$ cat src/rtl/sim_result_monitor.sv
// sim_result_monitor
//   Watches NCH per-channel result codes during a bounded run and reports an
//   overall verdict: pass once every participating channel has reported pass,
//   fail on the first failing report, or timeout when the cycle budget runs out.
//
// Ports
//   clk        : clock, all state updates on the rising edge
//   reset      : asynchronous, active-low reset
//   start      : arm pulse, acted on outside RUN only
//   ch_result  : per-channel code in [2i+1:2i]; 00 running, 10 pass, 01 fail, 11 illegal
//   ch_mask    : 1 = channel participates; captured on the start edge
//   result     : 00 idle/running, 10 pass, 01 fail, 11 timeout
//   busy       : high while running
//   done       : high in any terminal state
//   fail_ch    : lowest failing channel index of the failing cycle
//   pass_vec   : sticky per-channel pass flags for the current run
//   cycles     : running cycles elapsed in the current or last run
module sim_result_monitor #(
  parameter int unsigned NCH     = 4,
  parameter int unsigned CW      = 32,
  parameter int unsigned TIMEOUT = 1000000,
  localparam int unsigned FCW    = (NCH > 1) ? $clog2(NCH) : 1
) (
  input  logic             clk,
  input  logic             reset,
  input  logic             start,
  input  logic [2*NCH-1:0] ch_result,
  input  logic [NCH-1:0]   ch_mask,
  output logic [1:0]       result,
  output logic             busy,
  output logic             done,
  output logic [FCW-1:0]   fail_ch,
  output logic [NCH-1:0]   pass_vec,
  output logic [CW-1:0]    cycles
);

  typedef enum logic [2:0] {
    S_IDLE,
    S_RUN,
    S_PASS,
    S_FAIL,
    S_TMO
  } state_t;

  localparam logic [CW-1:0] TMO_LAST = CW'(TIMEOUT - 1);

  state_t         state_q, state_d;
  logic [NCH-1:0] mask_q, mask_d;
  logic [NCH-1:0] pass_vec_q, pass_vec_d;
  logic [FCW-1:0] fail_ch_q, fail_ch_d;
  logic [CW-1:0]  cycles_q, cycles_d;

  logic [NCH-1:0] pass_now;
  logic [NCH-1:0] fail_vec;
  logic [FCW-1:0] fail_idx;

  // Code bit 0 set means 01 (fail) or 11 (illegal); both count as failures.
  always_comb begin
    pass_now = '0;
    fail_vec = '0;
    for (int unsigned i = 0; i < NCH; i++) begin
      pass_now[i] = mask_q[i] & ch_result[2*i+1] & ~ch_result[2*i];
      fail_vec[i] = mask_q[i] & ch_result[2*i];
    end
  end

  // Scan from the top down so the lowest failing index wins.
  always_comb begin
    fail_idx = '0;
    for (int unsigned i = NCH; i > 0; i--) begin
      if (fail_vec[i-1]) fail_idx = FCW'(i - 1);
    end
  end

  always_comb begin
    state_d    = state_q;
    mask_d     = mask_q;
    pass_vec_d = pass_vec_q;
    fail_ch_d  = fail_ch_q;
    cycles_d   = cycles_q;
    case (state_q)
      S_RUN: begin
        pass_vec_d = pass_vec_q | pass_now;
        cycles_d   = (cycles_q == '1) ? cycles_q : cycles_q + CW'(1);
        // Priority: failure, then all-passed (including this cycle's passes), then timeout.
        if (|fail_vec) begin
          state_d   = S_FAIL;
          fail_ch_d = fail_idx;
        end else if ((pass_vec_d & mask_q) == mask_q) begin
          state_d = S_PASS;
        end else if (cycles_q == TMO_LAST) begin
          state_d = S_TMO;
        end
      end
      default: begin
        if (start) begin
          state_d    = S_RUN;
          mask_d     = ch_mask;
          pass_vec_d = '0;
          fail_ch_d  = '0;
          cycles_d   = '0;
        end
      end
    endcase
  end

  always_ff @(posedge clk or negedge reset) begin
    if (!reset) begin
      state_q    <= S_IDLE;
      mask_q     <= '0;
      pass_vec_q <= '0;
      fail_ch_q  <= '0;
      cycles_q   <= '0;
    end else begin
      state_q    <= state_d;
      mask_q     <= mask_d;
      pass_vec_q <= pass_vec_d;
      fail_ch_q  <= fail_ch_d;
      cycles_q   <= cycles_d;
    end
  end

  always_comb begin
    result = 2'b00;
    case (state_q)
      S_PASS:  result = 2'b10;
      S_FAIL:  result = 2'b01;
      S_TMO:   result = 2'b11;
      default: result = 2'b00;
    endcase
  end

  assign busy     = (state_q == S_RUN);
  assign done     = (state_q == S_PASS) || (state_q == S_FAIL) || (state_q == S_TMO);
  assign fail_ch  = fail_ch_q;
  assign pass_vec = pass_vec_q;
  assign cycles   = cycles_q;

endmodule

$ cat config.mk
export PLATFORM = sky130hd
export DESIGN_NAME = sim_result_monitor
export DESIGN_NICKNAME = d
export VERILOG_FILES = /design/src/rtl/sim_result_monitor.sv
export SDC_FILE = /design/constraint.sdc
export NUM_CORES = 1
export LEC_CHECK = 0
export CORE_MARGIN = 5
export CORE_UTILIZATION = 52
export CTS_BUF_LIST = sky130_fd_sc_hd__clkbuf_8
export CTS_CLUSTER_SIZE = 12
export DETAILED_ROUTE_END_ITERATION = 6
export PLACE_DENSITY = 0.81
export SETUP_SLACK_MARGIN = 0.3
export SLEW_MARGIN = 20
export SYNTH_ARGS = -nofsm -noshare
export SYNTH_HDL_FRONTEND = slang
export SYNTH_SLANG_ARGS = --single-unit
$ cat constraint.sdc
create_clock -name clk -period 2.05 [get_ports clk]
set_input_delay 0.41 -clock clk [delete_from_list [all_inputs] [get_ports clk]]
set_output_delay 0.41 -clock clk [all_outputs]
set_load 0.005 [all_outputs]
# Word level (Yosys, flattened, before mapping)
# Cells that the tools add are included.
[totals] regBits=45 in_bits=15 out_inout_bits=42 word_cells=61
[op_classes] add_sub_neg=1 n_eq_ne=10 n_mux=18 bitwise_logic=19 reduce_logical=8
[op_table] cell="two-way mux 32 bit" n=3
[op_table] cell="adder 32 x 1 -> 32 bit (second input constant)" n=1
[op_table] cell="== test 32 x 20 -> 1 bit (second input constant)" n=1
[op_table] cell="== test 32 bit (second input constant)" n=1
[op_table] cell="two-way mux 3 bit" n=5
[op_table] cell="two-way mux 2 bit" n=7
[op_table] cell="AND 1 bit" n=12
[op_table] cell="two-way mux 4 bit" n=2
[op_table] cell="AND reduction 2 bit" n=4
[op_table] cell="== test 3 x 2 -> 1 bit (second input constant)" n=2
[op_table] cell="case mux 2 bit (3 select lines)" n=1
[op_table] cell="inverter 1 bit" n=5
[op_table] cell="AND 4 bit" n=1
[op_table] cell="== test 4 bit" n=1
[op_table] cell="inequality test 4 x 1 -> 1 bit (second input constant)" n=1
[op_table] cell="bitwise OR 4 bit" n=1
[op_table] cell="OR reduction 4 bit" n=1
[op_table] cell="== test 3 x 1 -> 1 bit (second input constant)" n=1
[op_table] cell="== test 3 bit (second input constant)" n=1
[op_table] cell="logical OR 1 bit" n=2
[op_table] cell="inequality test 2 x 1 -> 1 bit (second input constant)" n=1
[op_table] cell="inequality test 2 bit (second input constant)" n=1
[op_table] cell="nonzero test 2 bit" n=1

# Depth between registers and ports, before layout
# Gate-level depths: netlist (run 1).
[depth] depth_word=8 ltp_mapped=7 depth_no_buf=6

# Worst setup path before layout (run 1)
# OpenSTA, ideal clock, no wires.
[synth_timing] kind="register to register" startpoint="register cycles_q[13] (netlist: cycles[13])" endpoint="register cycles_q[4] (netlist: cycles[4])" setup_time_ps=96 t_arrival_ps=1837 required_ps=1954 setup_slack_ps=118 path_stages_with_launch=7 path_buffers=1 synth_period_minus_slack_ps=1932 cell_sequence="dfrtp_1 > nand4_2 > or4_4 > nor4_4 > buf_6 > nor2_4 > a311oi_2"
[synth_between] elab_chain_len=3
[synth_rtl] element="from (decl)" line="51" text="logic [CW-1:0] cycles_q, cycles_d;"
[synth_rtl] element="from (signal assigned)" line="119" text="cycles_q <= cycles_d;"
[synth_rtl] element="== test 32 bit" line="84" text="cycles_d = (cycles_q == '1) ? cycles_q : cycles_q + CW'(1);"
[synth_rtl] element="inequality test 2 bit (no source line)"
[synth_rtl] element="AND reduction 2 bit (no source line)"
# Every way passes these cells.
# A chain may end at the register's enable or synchronous reset.

# Final worst setup path (run 1)
[layout_timing] startpoint="register cycles_q[19] (netlist: cycles[19])" endpoint="register cycles_q[13] (netlist: cycles[13])"
# Same word-level chain as after synthesis.

==> results of run 1 <==
==> sequential cells by signal, indices dropped and copies added (netlist names) <==
signal,flops
pass_vec,4
state_q,3
fail_ch,2
cycles,32
mask_q,4
==> per-layer routing <==
layer  track usage (%)  vias to the layer above
li1                  -                     1289
met1             37.11                     1578
met2             47.90                      329
met3             6.208                       95
met4             13.92                        0
met5                 0                        -
==> where the power goes <==
part           total, uW  internal (uW)  switching, uW  leakage, uW
Combinational       1710            843            872      0.00149
Clock                727            393            334    0.0000626
Sequential          1220           1050            170     0.000593
==> Yosys cell counts, types with 2 or more instances <==
master and count:
dfrtp_1 45, nand2_1 38, nand3_1 17, o211ai_1 15, nor2_1 12, mux2i_1 11
nor4_1 11, o31ai_1 11, o21ai_0 10, a21oi_1 8, inv_1 8, nand4_1 6
nor3b_1 6, and4_1 5, and2_1 4, and3_1 4, clkbuf_1 4, nor2b_1 4
o22ai_1 4, nand2b_1 3, nand4_2 3, nor4b_1 3, nand4b_1 2, o2111ai_1 2
o41ai_1 2
==> stage by stage <==
step                area, sq um  hold WS, ns  utilization [%]  instances  setup WS (ns)
finish                     4352      0.07656            92.75        458       -0.09143
global route               4352       0.1007            92.75        458        -0.1473
CTS                        3911      0.09426            83.36        429         0.1232
detailed placement         3443       0.4143            73.39        406        -0.1234
global placement           3443       0.4074            73.39        406       -0.06079
floorplan                  2530       0.1144                -        263         0.1497
==> timing repair <==
action | in CTS | in global routing
pin swaps | 19 | 23
setup endpoints to repair | 40 | 61
setup buffers | 14 | 27
resized for setup | 70 | 64
cloned | 1 | 2
hold buffers | 0 | 0
==> worst paths after layout <==
path | cells after the start | slack (ns) | to
setup / recovery | 6 | -0.09 | cycles[13]
hold / removal | 1 | 0.08 | cycles[30]
setup reg to reg | 6 | -0.09 | cycles[13]
hold reg to reg | 1 | 0.54 | fail_ch[0]
max in group asynchronous | 2 | 1.42 | cycles[13]
min in group clk | 1 | 0.54 | fail_ch[0]
==> cell families (layout without fill, tap and decap cells) <==
kind of cell / after synthesis / count (layout) / synth area share, %
adder cells (fa/ha/maj): 1 / 1 / 0.4994
AND/OR/NAND/NOR: 125 / 125 / 28.82
AO/OA/AOI/OAI: 63 / 63 / 17.93
buffers and inverters: 17 / 158 / 3.046
XOR/XNOR: 1 / 1 / 0.3497
multiplexers: 11 / 11 / 4.396
flip-flops: 45 / 45 / 44.96
==> layout make-up <==
cell class / instances / share of cell area [%]
repair buffers: 141 / 30.94
clock buffers: 6 / 1.898
clock inverters: 2 / 0.7763
well taps: 54 / 1.553
flip-flops and latches: 45 / 26.11
inverters: 9 / 0.8338
multi-input cells: 201 / 37.90
==> flow_summary.toml, run 1 <==
[outcome]
status = "finished, violations left"
violations = "negative setup slack"

[logic_synthesis]
avgSynthCellArea_sq_um = 9.524
yosys-top-cells-area = "dfrtp_1, nand2_1, o211ai_1"
ys_ff_latch = 45
async_flop_share_pct = 100.0
synthCells = 263
synth.largest_area_cell = "dfrtp_1"
synth_edf_count = 0
syn_area_sq_um = 2505
synth-main-ff-cell = "dfrtp_1"
synth_nets = 279
synth_top_area_share_pct = 44.96
ys_warn_count = 0
ys_seq_area_share_pct = 44.96
netlist-cell-type-count = 50

[floorplan]
die_w_um = 79.41
die-area_sq_um = 6305
core-area_sq_um = 4692
rows = 25
top_level_ports = 57
chipHeight_um = 79.41
initial_utilization_pct = 53.39

[critical_path]
path_common_cell = "or4_4"
required_ns = 2.28
slowest_delay_ns = 0.54
worstPathMaxFanout = 7
timing.rr.start = "cycles[19]"
crit_buf_inv = 1
critical_path.slowest_cell = "or4_4"
path_class = "register to register"
startpoint = "cycles[19]"
start_kind = "register"
end_kind = "register"
crit_chain = "nand4_1, or4_4, nor4_4, buf_6, or4_4, mux2i_1"
critical-path-top-delay-family = "simple AND/OR/NAND/NOR gates"
arrival_ns = 2.37

[routing]
drc = 0
wl_met3_um = 1376
met1Wirelength_um = 4359
drtIter0Drc = 383
routed.top_layer = "met4"
vias = 3291
wirelength_um = 12100
avgRoutedWirePerCell_um = 26.41
first_pass_iters = 5
antenna_left = 0
wl_met2_um = 5538
via_per_inst = 7.186

[power]
p_leak_uw = 0.002147
total_power_uw = 3662
p_per_area_nw_per_um2 = 841.4
vdd_drop_max_uv = 705.0

[cells_and_area]
syn_to_final_growth_pct = 73.73
drive_gt1_share_pct = 40.59
num-fill-cells = 161
area.sequential_sq_um = 1136
layout_common_cells = "buf_4, dfrtp_1, nand2_1, clkdlybuf4s50_1, buf_6"
n_antenna_cell = 0
fin_nets = 419
multi_input_area_sq_um = 1649
final_common_cell = "buf_4"

[place]
port-buffer-count = 56
finalWeightedCongestion = 0.8562
dp_hpwl_um = 5621

[grt]
first_global_vias = 2826
grt_pass1_wl_um = 14480
overflow = 0
grt.total_usage_pct = 29.35
grt_max_degree = 33
antenna_found_initial = 0

[cts]
clk_latency_ns = 0.31
numClockSinks = 45
root_buffer = "clkbuf_8"
cts_buffers = 5
cts_tree = "built"
cts.clk_slew.worst_paths_ns = 0.09
cts_buffer_depth = 2
cts_max_level = 2

[job]
drv_cap = 0

[timing]
fmax_mhz = 467.0
hold_viol = 0
min_period_over_period_pct = 104.5
grt_setup_unrepaired = "true"
tightest_slew_ns = 0.5639
clock_skew_ns = 0.008380
min_period_ns = 2.141
setup_viol = 8
setup_tns_ns = -0.4098
setup_ws_ns = -0.09143
slew_headroom_pct = 62.06
slew_viol_final = 0

[min_path]
min_path_type = "input port to async pin"
Note: power is estimated with default switching activity, not from simulation.
==> run 2: changes to the inputs <==
--- a/config.mk
+++ b/config.mk
@@ -10,7 +10,7 @@
 export CTS_BUF_LIST = sky130_fd_sc_hd__clkbuf_8
 export CTS_CLUSTER_SIZE = 12
 export DETAILED_ROUTE_END_ITERATION = 6
-export PLACE_DENSITY = 0.81
+export PLACE_DENSITY = 0.93
 export SETUP_SLACK_MARGIN = 0.3
 export SLEW_MARGIN = 20
 export SYNTH_ARGS = -nofsm -noshare
==> run 2 against run 1 <==
The flow finishes with violations (design-rule violations, negative setup slack); utilization rose by 3.1 points; global-route usage rose by 4.1 points; clock power fell by 18%; power fell by 5.7%; setup slack got worse by 0.093 ns; clock-buffer cell count did not move; register-to-register slack got worse by 0.09 ns; final cell count rose by 3.1%; critical path type unchanged; highest routed layer unchanged.
==> flow_summary.toml, run 2 (same netlist as run 1, synthesis figures left out) <==
[cts]
cts_buffers = 5
cts_buffer_depth = 2
cts_max_level = 2
ctsHoldBuffers = 0
clk_latency_ns = 0.31
cts.clk_slew.worst_paths_ns = 0.10
root_buffer = "clkbuf_8"
cts_tree = "built"
numClockSinks = 45

[cells_and_area]
syn_to_final_growth_pct = 79.62
n_antenna_cell = 0
fin_nets = 433
num-fill-cells = 107
layout.cells.non_filler = 472
final_area_sq_um = 4499
drive_gt1_share_pct = 43.06
largest_reg_flops = 32
final_common_cell = "buf_4"
layout_common_cells = "buf_4, dfrtp_1, nand2_1, clkdlybuf4s50_1, buf_6"

[timing]
grt_setup_unrepaired = "true"
tightest_slew_ns = 0.5436
hold_ws_ns = 0.06502
hold_viol = 0
fmax_mhz = 447.6
slew_headroom_pct = 63.76
min_period_ns = 2.234
setup_ws_ns = -0.1842
slew_viol_final = 0
setup_viol = 27
clock_skew_ns = 0.01468
min_period_over_period_pct = 109.0

[routing]
drtIter0Drc = 789
vias = 3655
first_pass_iters = 7
wirelength_um = 14080
drc = 11
avgRoutedWirePerCell_um = 29.82
via_per_inst = 7.744
antenna_left = 0

[power]
p_leak_uw = 0.002278
p_per_area_nw_per_um2 = 767.8
vdd_drop_max_uv = 610.4

[critical_path]
worstPathMaxFanout = 7
r2r-end = "cycles[21]"
timing.rr.start = "state_q[2]"
start_kind = "register"
startpoint = "state_q[2]"
path_class = "register to register"
required_ns = 2.21
r2r_slack_ns = -0.18
reg2reg_depth = 6
arrival_ns = 2.40
end_kind = "register"

[floorplan]
core-area_sq_um = 4692
top_level_ports = 57
rows = 25
initial_utilization_pct = 53.39
die-area_sq_um = 6305
chipHeight_um = 79.41
die_w_um = 79.41

[job]
drv_cap = 0

[place]
placedInstanceArea_sq_um = 3396
finalWeightedCongestion = 0.9132
place_inst = 398
port-buffer-count = 56
dp_hpwl_um = 5567

[grt]
grt_max_degree = 29
grt.total_usage_pct = 33.47
overflow = 0
grt_pass1_wl_um = 16150
first_global_vias = 3006
antenna_found_initial = 0

[min_path]
min_path_type = "input port to async pin"

[outcome]
violations = "design-rule violations, negative setup slack"
status = "finished, violations left"
run 2: cell count changes in the layout (fill, tap and decap cells not counted), moves of 3 or more:
| cell | change |
|---|---|
| nor2_2 | -3 |
| buf_4 | +15 |
| and2_2 | +3 |
| dlymetal6s2s_1 | +3 |
run 2: through the flow:
step	utilization (%)	power, uW	worst slack (ns)	TNS, ns
after floorplan	-	1821	0.1497	0
after global placement	72.37	2363	-0.05421	-0.05421
after detailed placement	72.37	2415	-0.1166	-0.1166
after CTS	83.31	3086	0.1120	0
after global routing	95.89	3557	-0.2112	-3.068
final	95.89	3454	-0.1842	-2.176
run 2: how the worst max path moves through the flow:
stage	slack (ns)	end	cells after the start
finish	-0.18	cycles[21]	6
global route	-0.21	cycles[2]	8
CTS	0.11	cycles[15]	6
detailed placement	-0.12	state_q[0]	6
global placement	-0.05	state_q[0]	6
floorplan	0.15	cycles[4]	6
run 2: timing repair:
action,CTS,global route
pin swaps,19,21
endpoints found under the hold margin,0,0
setup endpoints to repair,42,60
cloned,1,0
buffers inserted,22,43
resized for setup,55,81
run 2: where the power goes:
part / total (uW) / switching (uW) / internal (uW) / leakage [uW]
sequential: 1260 / 215 / 1050 / 0.000593
combinational: 1600 / 865 / 730 / 0.00163
clock: 594 / 328 / 266 / 0.0000538
run 2: critical path, stage by stage, from the launching register on:
cell and delay, ns:
dfrtp_1 0.42, or3b_4 0.44, inv_4 0.12, and4_4 0.30, o2111ai_4 0.24, o211ai_1 0.40, o31ai_2 0.16
run 2: layer usage:
metal,share of wire (%),global-route usage [%],vias up
met1,34,42.06,1663
met4,10,17.87,0
met3,14,6.772,193
met2,42,54.21,484
met5,0,0,-
li1,-,-,1315
run 2: cell type report:
class	instances	area, sq um	area share [%]
clock buffers	6	82.58	1.835
multi-input cells	201	1685	37.46
flip-flops and latches	45	1136	25.25
inverters	9	36.28	0.8065
well taps	54	67.56	1.502
repair buffers	155	1484	32.98
clock inverters	2	7.507	0.1669
